**src/rtl/dma_write_engine.sv**
```systemverilog
// DMA write engine: moves ceil(length/4) device blocks into memory as 4-word block writes,
// holding the memory bus between bus request (BR) and grant (BG).
module dma_write_engine #(
    parameter int WORD_SIZE    = 16,
    parameter int BLOCK_SIZE   = 64,
    parameter int WRITE_CYCLES = 3
) (
    input  logic                  clk,
    input  logic                  reset_n,
    input  logic                  cmd_valid,
    output logic                  cmd_ready,
    input  logic [WORD_SIZE-1:0]  cmd_addr,
    input  logic [WORD_SIZE-1:0]  cmd_length,
    input  logic                  dev_valid,
    output logic                  dev_ready,
    input  logic [BLOCK_SIZE-1:0] dev_data,
    output logic                  BR,
    input  logic                  BG,
    output logic                  d_writeM,
    output logic [WORD_SIZE-1:0]  d_address,
    output logic [BLOCK_SIZE-1:0] d_data_out,
    output logic                  dma_end,
    output logic [2:0]            fsm_state
);
    localparam int CW = $clog2(WRITE_CYCLES) + 1;

    typedef enum logic [2:0] {
        IDLE  = 3'd0,
        REQ   = 3'd1,
        FETCH = 3'd2,
        WRITE = 3'd3,
        DONE  = 3'd4
    } state_t;

    state_t               state;
    logic [WORD_SIZE-1:0] blocks;
    logic [CW-1:0]        wcnt;
    logic [WORD_SIZE:0]   len_round;
    logic [WORD_SIZE-1:0] new_blocks;

    // Handshakes: a transfer happens on a rising edge where valid and ready are both 1;
    // cmd_ready is high only in IDLE, dev_ready only in FETCH while the bus is granted.
    assign dev_ready = (state == FETCH) && BG;
    assign fsm_state = state;

    // One extra bit so a length near 2^WORD_SIZE still rounds up correctly.
    assign len_round  = {1'b0, cmd_length} + (WORD_SIZE + 1)'(3);
    assign new_blocks = WORD_SIZE'(len_round >> 2);

    always_ff @(posedge clk or negedge reset_n) begin
        if (!reset_n) begin
            state      <= IDLE;
            cmd_ready  <= 1'b1;
            BR         <= 1'b0;
            d_writeM   <= 1'b0;
            dma_end    <= 1'b0;
            d_address  <= '0;
            d_data_out <= '0;
            blocks     <= '0;
            wcnt       <= '0;
        end else begin
            case (state)
                IDLE: begin
                    if (cmd_valid) begin
                        d_address <= cmd_addr & ~WORD_SIZE'(3);
                        blocks    <= new_blocks;
                        cmd_ready <= 1'b0;
                        if (new_blocks == '0) begin
                            state   <= DONE;
                            dma_end <= 1'b1;
                        end else begin
                            state <= REQ;
                            BR    <= 1'b1;
                        end
                    end
                end
                REQ: begin
                    if (BG) state <= FETCH;
                end
                FETCH: begin
                    if (!BG) begin
                        state <= REQ;
                    end else if (dev_valid) begin
                        d_data_out <= dev_data;
                        d_writeM   <= 1'b1;
                        wcnt       <= '0;
                        state      <= WRITE;
                    end
                end
                WRITE: begin
                    // BG is deliberately ignored here: a started block always completes.
                    if (wcnt == CW'(WRITE_CYCLES - 1)) begin
                        d_writeM  <= 1'b0;
                        d_address <= d_address + WORD_SIZE'(4);
                        blocks    <= blocks - WORD_SIZE'(1);
                        if (blocks == WORD_SIZE'(1)) begin
                            state   <= DONE;
                            BR      <= 1'b0;
                            dma_end <= 1'b1;
                        end else begin
                            state <= FETCH;
                        end
                    end else begin
                        wcnt <= wcnt + CW'(1);
                    end
                end
                DONE: begin
                    dma_end   <= 1'b0;
                    cmd_ready <= 1'b1;
                    state     <= IDLE;
                end
                default: begin
                    state     <= IDLE;
                    cmd_ready <= 1'b1;
                    BR        <= 1'b0;
                    d_writeM  <= 1'b0;
                    dma_end   <= 1'b0;
                end
            endcase
        end
    end
endmodule

```
**config.mk**
```make
export PLATFORM = sky130hd
export DESIGN_NAME = dma_write_engine
export DESIGN_NICKNAME = d
export VERILOG_FILES = /design/src/rtl/dma_write_engine.sv
export SDC_FILE = /design/constraint.sdc
export NUM_CORES = 1
export LEC_CHECK = 0
export ABC_AREA = 0
export BUFFER_PORTS_ARGS = -buffer_cell sky130_fd_sc_hd__buf_2
export CORE_MARGIN = 5
export CORE_UTILIZATION = 43
export CTS_CLUSTER_SIZE = 8
export DETAILED_ROUTE_END_ITERATION = 10
export GPL_TIMING_DRIVEN = 0
export PLACE_DENSITY_LB_ADDON = 0.1
export SLEW_MARGIN = 5
export SYNTH_ARGS = -nofsm -noshare
export SYNTH_HDL_FRONTEND = slang
export SYNTH_SLANG_ARGS = --single-unit
```
**constraint.sdc**
```tcl
create_clock -name clk -period 2.1 [get_ports clk]
set_input_delay 0.42 -clock clk [delete_from_list [all_inputs] [get_ports clk]]
set_output_delay 0.42 -clock clk [all_outputs]
set_load 0.005 [all_outputs]
```
==> out/qor.txt, run 1 <==
CP required = 2.34 ns
# port buffers = 184
Clk_skew = 0.009100 ns
Highest Clock Rate = 495.9 MHz
Peak supply drop = 0.9249 mV
Clock Latency Late Sink = 0.35 ns
Simple-gate area share of the yosys netlist = 14.48%
Vias per cell = 5.453
DRT Wirelength = 13.86 mm
Clk buf depth = 2
Synth Area in XOR/XNOR = 2.268%
Gr usage total = 20.09%
Starting Density = 43.96%
Arr. time, crit path = 2.26 ns
DRT antenna net count = 0
Ys Warns = 0
Root buf cell = clkbuf_16
Hold Crit Class = input pin to asynchronous set/reset pin
Iter 0 DRT Violations = 233
DPL Wire Length = 10.56 mm
CTS Buf Count = 9
Gp weighted congestion = 0.8440
Complex-gate fraction of the synthesized area = 12.84%
Most common cell after layout, fill and taps aside = buf_2
FILL cells = 1042
Register bit total from synthesis = 104
Cells along the critical path = or4_4, and4bb_2, nand4_1, nand3b_1, o21ai_0, a22o_1
Final hold violation count = 0
Max_slew headroom = 59.80%
Placed insts = 790
Peak per-stage delay on the critical path = 0.57 ns
Reg area = 2606 sq um
Unique masters post-synth = 61
Overall power = 9.004 mW
Die width = 118.0 microns
RSZ-0062 raised after global routing = false
Clock Sinks = 104
Die Y = 118.0 microns
Hold_buf cts = 0
Fraction of layout cells with a size suffix above 1 = 45.86%
Async set-reset flop share out of synthesis = 100.0%
Nets = 766
Slowest CP cell = or4_4
Area Growth Syn to Fin = 31.18%
Initial antenna violation count = 0
Largest net degree at the start of global routing = 61
Sequential share of the synthesized area = 51.87%
DRC Markers = 0
CP Launch Type = register
Crit path max fanout = 5
Mapped Avg Cell Area = 10.89 sq um
H-tree lvl count = 3
CTS tree = built
Cells after Synth = 461
Most frequent cells in the layout = 189 x buf_2, 101 x dfrtp_1, 64 x mux2_2
Area of the multi-input gates = 2328 sq um
Mux share of post-synthesis cell area = 14.36%
Synth area leaders = dfrtp_1 51%, mux2_2 14%, nand2_1 3.0%, a21oi_1 2.8%, o21ai_0 2.6%
Largest family of logic cells by synthesized area = simple AND/OR/NAND/NOR gates
Post-layout util = 57.67%
Delay-heaviest family, CP = simple AND/OR/NAND/NOR gates
Vias in the first global route = 4629
Largest area contributor in the netlist = dfrtp_1
Die area = 13930 sq um
Number of flops mapped to enable cells by yosys = 0
Max-slew violation count = 0
Endpoints failing setup = 0
Critical path class = register to register
Crit path buffers/inverters = 0
WL per Instance = 17.16 microns
Power density over cell area = 1367 nW/um^2
Ports = 189
Yosys top cell area share = 51.35%
Synthesized area = 5020 sq um
Final Critical Period = 2.016 ns
Post-synthesis adder-cell area fraction = 1.246%
Row count = 39
DR vias = 4406
Antenna cells = 0
Global-route wire length before repair = 22.91 mm
Non-Filler Instances = 808
Setup crit end kind = register
Main synth FF type = dfrtp_1
GRT overflow = 0
Core region area = 11420 sq um
Max_cap viols = 0
Clock Pin Slew Worst Setup and Hold Paths = 0.07 ns
Tcrit/Tclk final = 96.02%
Pre-Repair DR Iteration Count = 5
Status = finished, final reports clean
Worst Tran Pin Value = 0.6029 ns
Leakage power = 3.114 nW
[layer usage]
metal | part of all wire [%] | track usage (%) | vias to the layer above | wire [microns]
met5 | 0 | 0 | - | 0
met4 | 1.9 | 6.523 | 0 | 268
li1 | - | - | 2085 | -
met1 | 40 | 24.22 | 2140 | 5550
met2 | 49 | 33.56 | 158 | 6859
met3 | 8.6 | 7.064 | 23 | 1186
[area by class of cell]
class	count	area share, %
clock buffers	10	3.629
clock inverters	6	1.482
inverters	10	0.5700
flip-flops and latches	104	39.58
plain buffers	22	1.767
well taps	143	2.717
repair buffers	189	14.90
multi-input cells	324	35.36
[repair_timing]
item                                    CTS  global route
gates resized for setup                  12            12
endpoints found under the setup margin   80            18
setup buffers                             3             1
pin swaps                                 2             1
[power by group]
group	internal [mW]	leakage (nW)	switching [mW]	total, mW
logic	1.77	1.71	1.72	3.49
registers	2.96	1.24	0.687	3.65
clock network	1.10	0.166	0.772	1.87
[through the flow]
step	setup TNS [ns]	hold WS, ns	setup WS [ns]	cell area (sq um)
after global routing	0	0.1067	0.005293	6585
after global placement	-73.54	0.4726	-0.6717	6123
after floorplan	0	0.1244	0.002830	5024
after CTS	0	0.07559	0.02043	6531
final	0	0.06525	0.08364	6585
after detailed placement	-20.33	0.4562	-0.6496	6153
[synth_stat cells (2+ instances only)]
master,n
dfrtp_1,103
mux2_2,64
nand2_1,40
a21oi_1,28
nor2_1,27
o21ai_0,26
nand3_1,17
clkbuf_1,14
nor3_1,12
inv_1,10
nor4_1,8
buf_2,7
xnor2_1,7
xor2_1,6
a221o_1,5
and3_1,5
ha_1,5
o211ai_1,5
o22ai_1,5
a31oi_1,4
nand2b_1,4
nor2b_1,4
or3_1,4
a21o_1,3
nand3b_1,3
nand4_1,3
or2_2,3
a22o_1,2
a32oi_1,2
buf_4,2
o32ai_1,2
or4_1,2
[path summary, 6_finish.rpt]
| path | to | cells past startpoint | startpoint | slack [ns] |
|---|---|---|---|---|
| max in group asynchronous | d_address[7]$_DFFE_PN0P_ | 2 | reset_n | 1.33 |
| worst min register to register | blocks[14]$_DFFE_PN0P_ | 1 | blocks[14]$_DFFE_PN0P_ | 0.49 |
| worst min-delay path | blocks[5]$_DFFE_PN0P_ | 1 | reset_n | 0.07 |
| min in group clk | d_address[8]$_DFFE_PN0P_ | 3 | cmd_addr[8] | 0.28 |
| worst max-delay path | BR$_DFFE_PN0P_ | 6 | blocks[4]$_DFFE_PN0P_ | 0.08 |
| worst max register to register | BR$_DFFE_PN0P_ | 6 | blocks[4]$_DFFE_PN0P_ | 0.08 |
[logic make-up after synthesis]
group                    count (synthesis)
adder cells (fa/ha/maj)                  5
XOR/XNOR                                13
multiplexers                            64
buffers and inverters                   34
flip-flops                             104
other                                    1
AO/OA/AOI/OAI                           99
AND/OR/NAND/NOR                        141
[sequential cells by signal (all words and copies together) (netlist names)]
signal and flops:
d_writeM 1, dma_end 1, d_address 14, wcnt 3
fsm_state 3, blocks 16, cmd_ready 1, BR 1
d_data_out 64
Power figures use the tool's default switching activity.
==> run 2: changes to the inputs <==
- clock period: 2.1 -> 2.2 ns (I/O delays scaled with it)
==> run 2 against run 1 <==
Die area stayed put; maximum frequency shrank 3.6%; combinational power decreased by 5%; worst setup slack improved by 0.025 ns; highest routed layer unchanged; global-route usage stayed put; worst hold slack better by 0.020 ns; register-to-register slack improved by 0.02 ns; critical path depth did not move; clock power fell by 4%; largest power group unchanged; first-iteration DRC count grew 8.6%; utilization down 0.37 points; cell area is 0.65% lower; critical endpoint unchanged.
==> out/qor.txt, run 2 (synthesis results as in run 1) <==
Final Critical Period = 2.092 ns (+0.07547 ns)
Power density over cell area = 1309 nW/um^2 (-4.3%)
Status = finished, final reports clean
Die area = 13930 sq um (unchanged)
CP Launch Type = register
Clock Latency Late Sink = 0.35 ns (about the same)
Design area = 6543 sq um (-0.65%)
Max-slew violation count = 0 (unchanged)
Most common cell after layout, fill and taps aside = buf_2
Most frequent cells in the layout = 190 x buf_2, 103 x dfrtp_1, 64 x mux2_2
GRT overflow = 0 (unchanged)
Global-route wire length before repair = 22.91 mm (unchanged)
Highest Clock Rate = 478.1 MHz (-3.6%)
Clock Sinks = 104 (unchanged)
Tcrit/Tclk final = 95.08% (-0.93 points)
Vias per cell = 5.424 (-0.54%)
Placed inst area = 6153 sq um (unchanged)
DRT Wirelength = 13.83 mm (-0.25%)
Crit path max fanout = 5 (unchanged)
Vias in the first global route = 4627 (-0.043%)
Gp weighted congestion = 0.8440 (unchanged)
Post-layout util = 57.30% (-0.37 points)
CP required = 2.44 ns (+0.10 ns)
CTS Buf Count = 9 (unchanged)
H-tree lvl count = 3 (unchanged)
Nets = 765 (-0.13%)
Worst Tran Pin Value = 0.6083 ns (+0.005324 ns)
DRC Markers = 0 (unchanged)
Core region area = 11420 sq um (unchanged)
Max_slew headroom = 59.08% (-0.73 points)
Critical path class = register to register
RSZ-0062 raised after global routing = false
Arr. time, crit path = 2.33 ns (+0.07 ns)
DPL Wire Length = 10.56 mm (unchanged)
DR vias = 4377 (-0.66%)
Endpoints failing setup = 0 (unchanged)
CTS tree = built
Hold Crit Class = input pin to asynchronous set/reset pin
Die width = 118.0 microns (unchanged)
Row count = 39 (unchanged)
Clk buf depth = 2 (unchanged)
Root buf cell = clkbuf_16
Hold_buf cts = 0 (unchanged)
Iter 0 DRT Violations = 253 (+8.6%)
Max reg flops = 64 (unchanged)
Largest reg by FF count = d_data_out
Fraction of layout cells with a size suffix above 1 = 45.18% (-0.68 points)
Area Growth Syn to Fin = 30.33%
DRT antenna net count = 0 (unchanged)
Leakage power = 3.105 nW (-0.29%)
Setup crit end kind = register
Initial antenna violation count = 0 (unchanged)
Gr usage total = 20.09% (unchanged)
WL per Instance = 17.14 microns (-0.13%)
Die Y = 118.0 microns (unchanged)
Pre-Repair DR Iteration Count = 5 (unchanged)
Ports = 189 (unchanged)
Min Hold Slack = 0.08502 ns (+0.01977 ns)
Antenna cells = 0 (unchanged)
Max_cap viols = 0 (unchanged)
Final hold violation count = 0 (unchanged)
Peak supply drop = 0.8705 mV (-5.9%)
Top Registers = d_data_out x64, blocks x16, d_address x14
Largest net degree at the start of global routing = 61 (unchanged)
Clock Pin Slew Worst Setup and Hold Paths = 0.07 ns (about the same)
# port buffers = 184 (unchanged)
Clk_skew = 0.009681 ns (+0.0005811 ns)
Starting Density = 43.96% (unchanged)
-- run 2: cell count changes in the layout (fill, tap and decap cells not counted), sizes merged --
cell,before,now
clkbuf,23,22
-- run 2: metal layers --
layer  global-route usage [%]  part of all wire, %  wire length, microns
met1                    24.19                   40                  5564
met2                    33.59                   50                  6890
met3                    7.064                  8.1                  1116
met4                    6.523                  1.9                   257
met5                        0                    0                     0
-- run 2: cell type report --
| type | instances | area, sq um |
|---|---|---|
| Fill cell | 1048 | 4876 |
| Sequential cell | 104 | 2604 |
| Multi-Input combinational cell | 324 | 2305 |
| Timing Repair Buffer | 188 | 973.4 |
| Clock buffer | 10 | 239.0 |
| Tap cell | 143 | 178.9 |
| Buffer | 22 | 107.6 |
| Clock inverter | 6 | 97.59 |
| Inverter | 10 | 37.54 |
-- run 2: report_power, final --
group / leakage [nW] / total, mW / internal (mW) / switching [mW]
registers: 1.24 / 3.46 / 2.82 / 0.644
logic: 1.69 / 3.31 / 1.67 / 1.64
clock network: 0.166 / 1.79 / 1.05 / 0.744
-- run 2: metrics by stage --
stage	power (mW)	worst slack [ns]	cells	TNS (ns)
finish	8.564	0.1082	807	0
CTS	8.654	0.002491	808	0
floorplan	5.238	0.1028	462	0
global placement	6.605	-0.5717	789	-57.42
global route	9.244	0.009409	807	0
detailed placement	6.767	-0.5496	790	-12.45
-- run 2: critical path: stages (launching register included) --
cell and delay, ns:
dfrtp_1 0.44, or4_1 0.62, and4bb_2 0.38, nand4_1 0.10, nand3b_1 0.12, o21ai_0 0.09, a22o_1 0.24
-- run 2: what timing repair did --
| action | in CTS | in global routing |
|---|---|---|
| pin swaps | 2 | 0 |
| endpoints found under the hold margin | 0 | 0 |
| buffers inserted | 3 | 0 |
| gates resized for setup | 8 | 8 |
| endpoints found under the setup margin | 80 | 28 |
-- run 2: final timing paths --
kind	startpoint	end	slack [ns]	depth (start not counted)
worst max-delay path	blocks[4]$_DFFE_PN0P_	BR$_DFFE_PN0P_	0.11	6
max in group asynchronous	reset_n	d_address[7]$_DFFE_PN0P_	1.41	2
worst min-delay path	reset_n	blocks[5]$_DFFE_PN0P_	0.09	1
worst min register to register	blocks[14]$_DFFE_PN0P_	blocks[14]$_DFFE_PN0P_	0.49	1
worst max register to register	blocks[4]$_DFFE_PN0P_	BR$_DFFE_PN0P_	0.11	6
min in group clk	cmd_addr[8]	d_address[8]$_DFFE_PN0P_	0.30	3
==> run 3: changes to the inputs <==
--- a/config.mk
+++ b/config.mk
@@ -15,2 +15,3 @@
 export PLACE_DENSITY_LB_ADDON = 0.1
+export REMOVE_ABC_BUFFERS = 1
 export SLEW_MARGIN = 5
--- a/constraint.sdc
+++ b/constraint.sdc
@@ -3,2 +3,2 @@
 set_output_delay 0.44 -clock clk [all_outputs]
-set_load 0.005 [all_outputs]
+set_load 0.02 [all_outputs]
==> run 3 against run 2 <==
Flip-flop and latch count is the same; maximum frequency decreased by 0.24%; worst setup slack worse by 0.0050 ns; register-to-register slack about the same; critical path depth unchanged.
==> out/qor.txt, run 3 (synthesis results as in run 1) <==
Endpoints failing setup = 0 (unchanged)
DR vias = 4268 (-2.5%)
Setup crit end kind = register
CTS Buf Count = 9 (unchanged)
Clock Sinks = 104 (unchanged)
Power share of the combinational group = 45.0% (+6.4 points)
Min Hold Slack = 0.1076 ns (+0.02262 ns)
Area Growth Syn to Fin = 29.54%
Gp weighted congestion = 0.8589 (+1.8%)
Hold Crit Class = input pin to asynchronous set/reset pin
Global-route wire length before repair = 22.31 mm (-2.6%)
Clock Pin Slew Worst Setup and Hold Paths = 0.08 ns (about the same)
Power density over cell area = 1439 nW/um^2 (+9.9%)
Clock Latency Late Sink = 0.35 ns (about the same)
Highest Clock Rate = 476.9 MHz (-0.24%)
Clk_skew = 0.008988 ns (-0.0006932 ns)
H-tree lvl count = 3 (unchanged)
Crit path max fanout = 13 (+8)
Fraction of layout cells with a size suffix above 1 = 45.82% (+0.64 points)
Most common cell after layout, fill and taps aside = buf_2
Max_cap viols = 0 (unchanged)
Tcrit/Tclk final = 95.31% (+0.23 points)
Peak supply drop = 0.8136 mV (-6.5%)
DRC Markers = 0 (unchanged)
DRT antenna net count = 0 (unchanged)
Worst Tran Pin Value = 0.6656 ns (+0.05736 ns)
DRT Wirelength = 13.97 mm (+1.0%)
Net Sw Power = 3.939 mW (+30%)
Arr. time, crit path = 2.37 ns (+0.04 ns)
RSZ-0062 raised after global routing = false
Switching portion of total power = 42.09% (+6.7 points)
Final Critical Period = 2.097 ns (+0.005033 ns)
Die Y = 118.0 microns (unchanged)
Max_slew headroom = 55.22% (-3.9 points)
Die area = 13930 sq um (unchanged)
Internal power = 5.419 mW (-2.1%)
Clk buf depth = 2 (unchanged)
Largest net degree at the start of global routing = 66 (+8.2%)
WL per Instance = 17.70 microns (+3.3%)
Antenna cells = 0 (unchanged)
Max reg flops = 64 (unchanged)
Initial antenna violation count = 0 (unchanged)
# port buffers = 184 (unchanged)
Starting Density = 43.96% (unchanged)
Vias per cell = 5.409 (-0.27%)
Gr usage total = 19.55% (-0.54 points)
Hold_buf cts = 0 (unchanged)
GRT overflow = 0 (unchanged)
Max-slew violation count = 0 (unchanged)
Most frequent cells in the layout = 183 x buf_2, 100 x dfrtp_1, 64 x mux2_2
Power share of the clock group = 17.5% (-3.4 points)
DPL Wire Length = 10.01 mm (-5.2%)
CP Launch Type = register
Critical path class = register to register
Seq pwr share = 37.4% (-3.1 points)
Nets = 747 (-2.4%)
Leakage power = 3.052 nW (-1.7%)
Status = finished, final reports clean
CP required = 2.47 ns (+0.03 ns)
Largest reg by FF count = d_data_out
Top Registers = d_data_out x64, blocks x16, d_address x14
Post-layout util = 56.95% (-0.35 points)
Final hold violation count = 0 (unchanged)
Row count = 39 (unchanged)
Vias in the first global route = 4123 (-11%)
Die width = 118.0 microns (unchanged)
Iter 0 DRT Violations = 404 (+60%)
Core region area = 11420 sq um (unchanged)
Ports = 189 (unchanged)
Root buf cell = clkbuf_16
CTS tree = built
Pre-Repair DR Iteration Count = 4 (-1)
[run 3: per-stage QoR]
stage | worst slack [ns] | instance area (sq um) | power (mW) | setup TNS [ns] | std cells
after global placement | -1.312 | 6017 | 7.464 | -159.24 | 765
after CTS | 0.009297 | 6442 | 9.333 | 0 | 785
after floorplan | -0.9525 | 4917 | 6.046 | -67.93 | 438
after global routing | 0.02032 | 6502 | 9.947 | 0 | 789
after detailed placement | -1.244 | 6055 | 7.558 | -35.22 | 766
final | 0.1031 | 6502 | 9.358 | 0 | 789
[run 3: metal layers]
layer	global-route usage, %	wire, microns
met5	0	0
met4	5.878	141
met3	4.085	800
met2	32.89	6900
met1	25.39	6125
[run 3: area by class of cell]
type / instances / area (sq um)
Timing Repair Buffer: 190 / 1001
Tap cell: 143 / 178.9
Sequential cell: 104 / 2610
Clock inverter: 7 / 77.57
Inverter: 10 / 37.54
Clock buffer: 9 / 225.2
Fill cell: 1009 / 4916
Multi-Input combinational cell: 326 / 2372
[run 3: final timing paths]
| check | start | endpoint | slack (ns) | cells after the start |
|---|---|---|---|---|
| max | fsm_state[0]$_DFFE_PN0P_ | d_address[4]$_DFFE_PN0P_ | 0.10 | 6 |
| max in group asynchronous | reset_n | blocks[1]$_DFFE_PN0P_ | 1.38 | 2 |
| min in group clk | cmd_addr[8] | d_address[8]$_DFFE_PN0P_ | 0.28 | 3 |
| max reg2reg | fsm_state[0]$_DFFE_PN0P_ | d_address[4]$_DFFE_PN0P_ | 0.10 | 6 |
| min reg2reg | blocks[8]$_DFFE_PN0P_ | blocks[8]$_DFFE_PN0P_ | 0.49 | 1 |
| min | reset_n | d_data_out[4]$_DFFE_PN0P_ | 0.11 | 1 |
[run 3: worst max-delay path, cell delays in order (launching register included)]
cell,delay (ns)
dfrtp_4,0.55
or3b_2,0.54
or2_4,0.33
buf_12,0.17
nand2_4,0.16
o21ai_0,0.11
a21oi_1,0.16
[run 3: power groups by stage]
stage | registers [mW] | clock network (mW) | logic [mW]
6_report | 3.50 | 1.64 | 4.21
5_1_grt | 3.62 | 1.76 | 4.56
4_1_cts | 3.50 | 1.68 | 4.15
3_5_place_dp | 3.52 | 0 | 4.04
3_3_place_gp | 3.48 | 0 | 3.99
2_1_floorplan | 4.37 | 0 | 1.68
[run 3: repair_timing]
item                       4_1_cts  5_1_grt
setup endpoints to repair       96       11
hold endpoints to repair         0        0
buffers inserted                 2        3
pin swaps                        1        1
cloned                           1        1
resized for setup               17        4
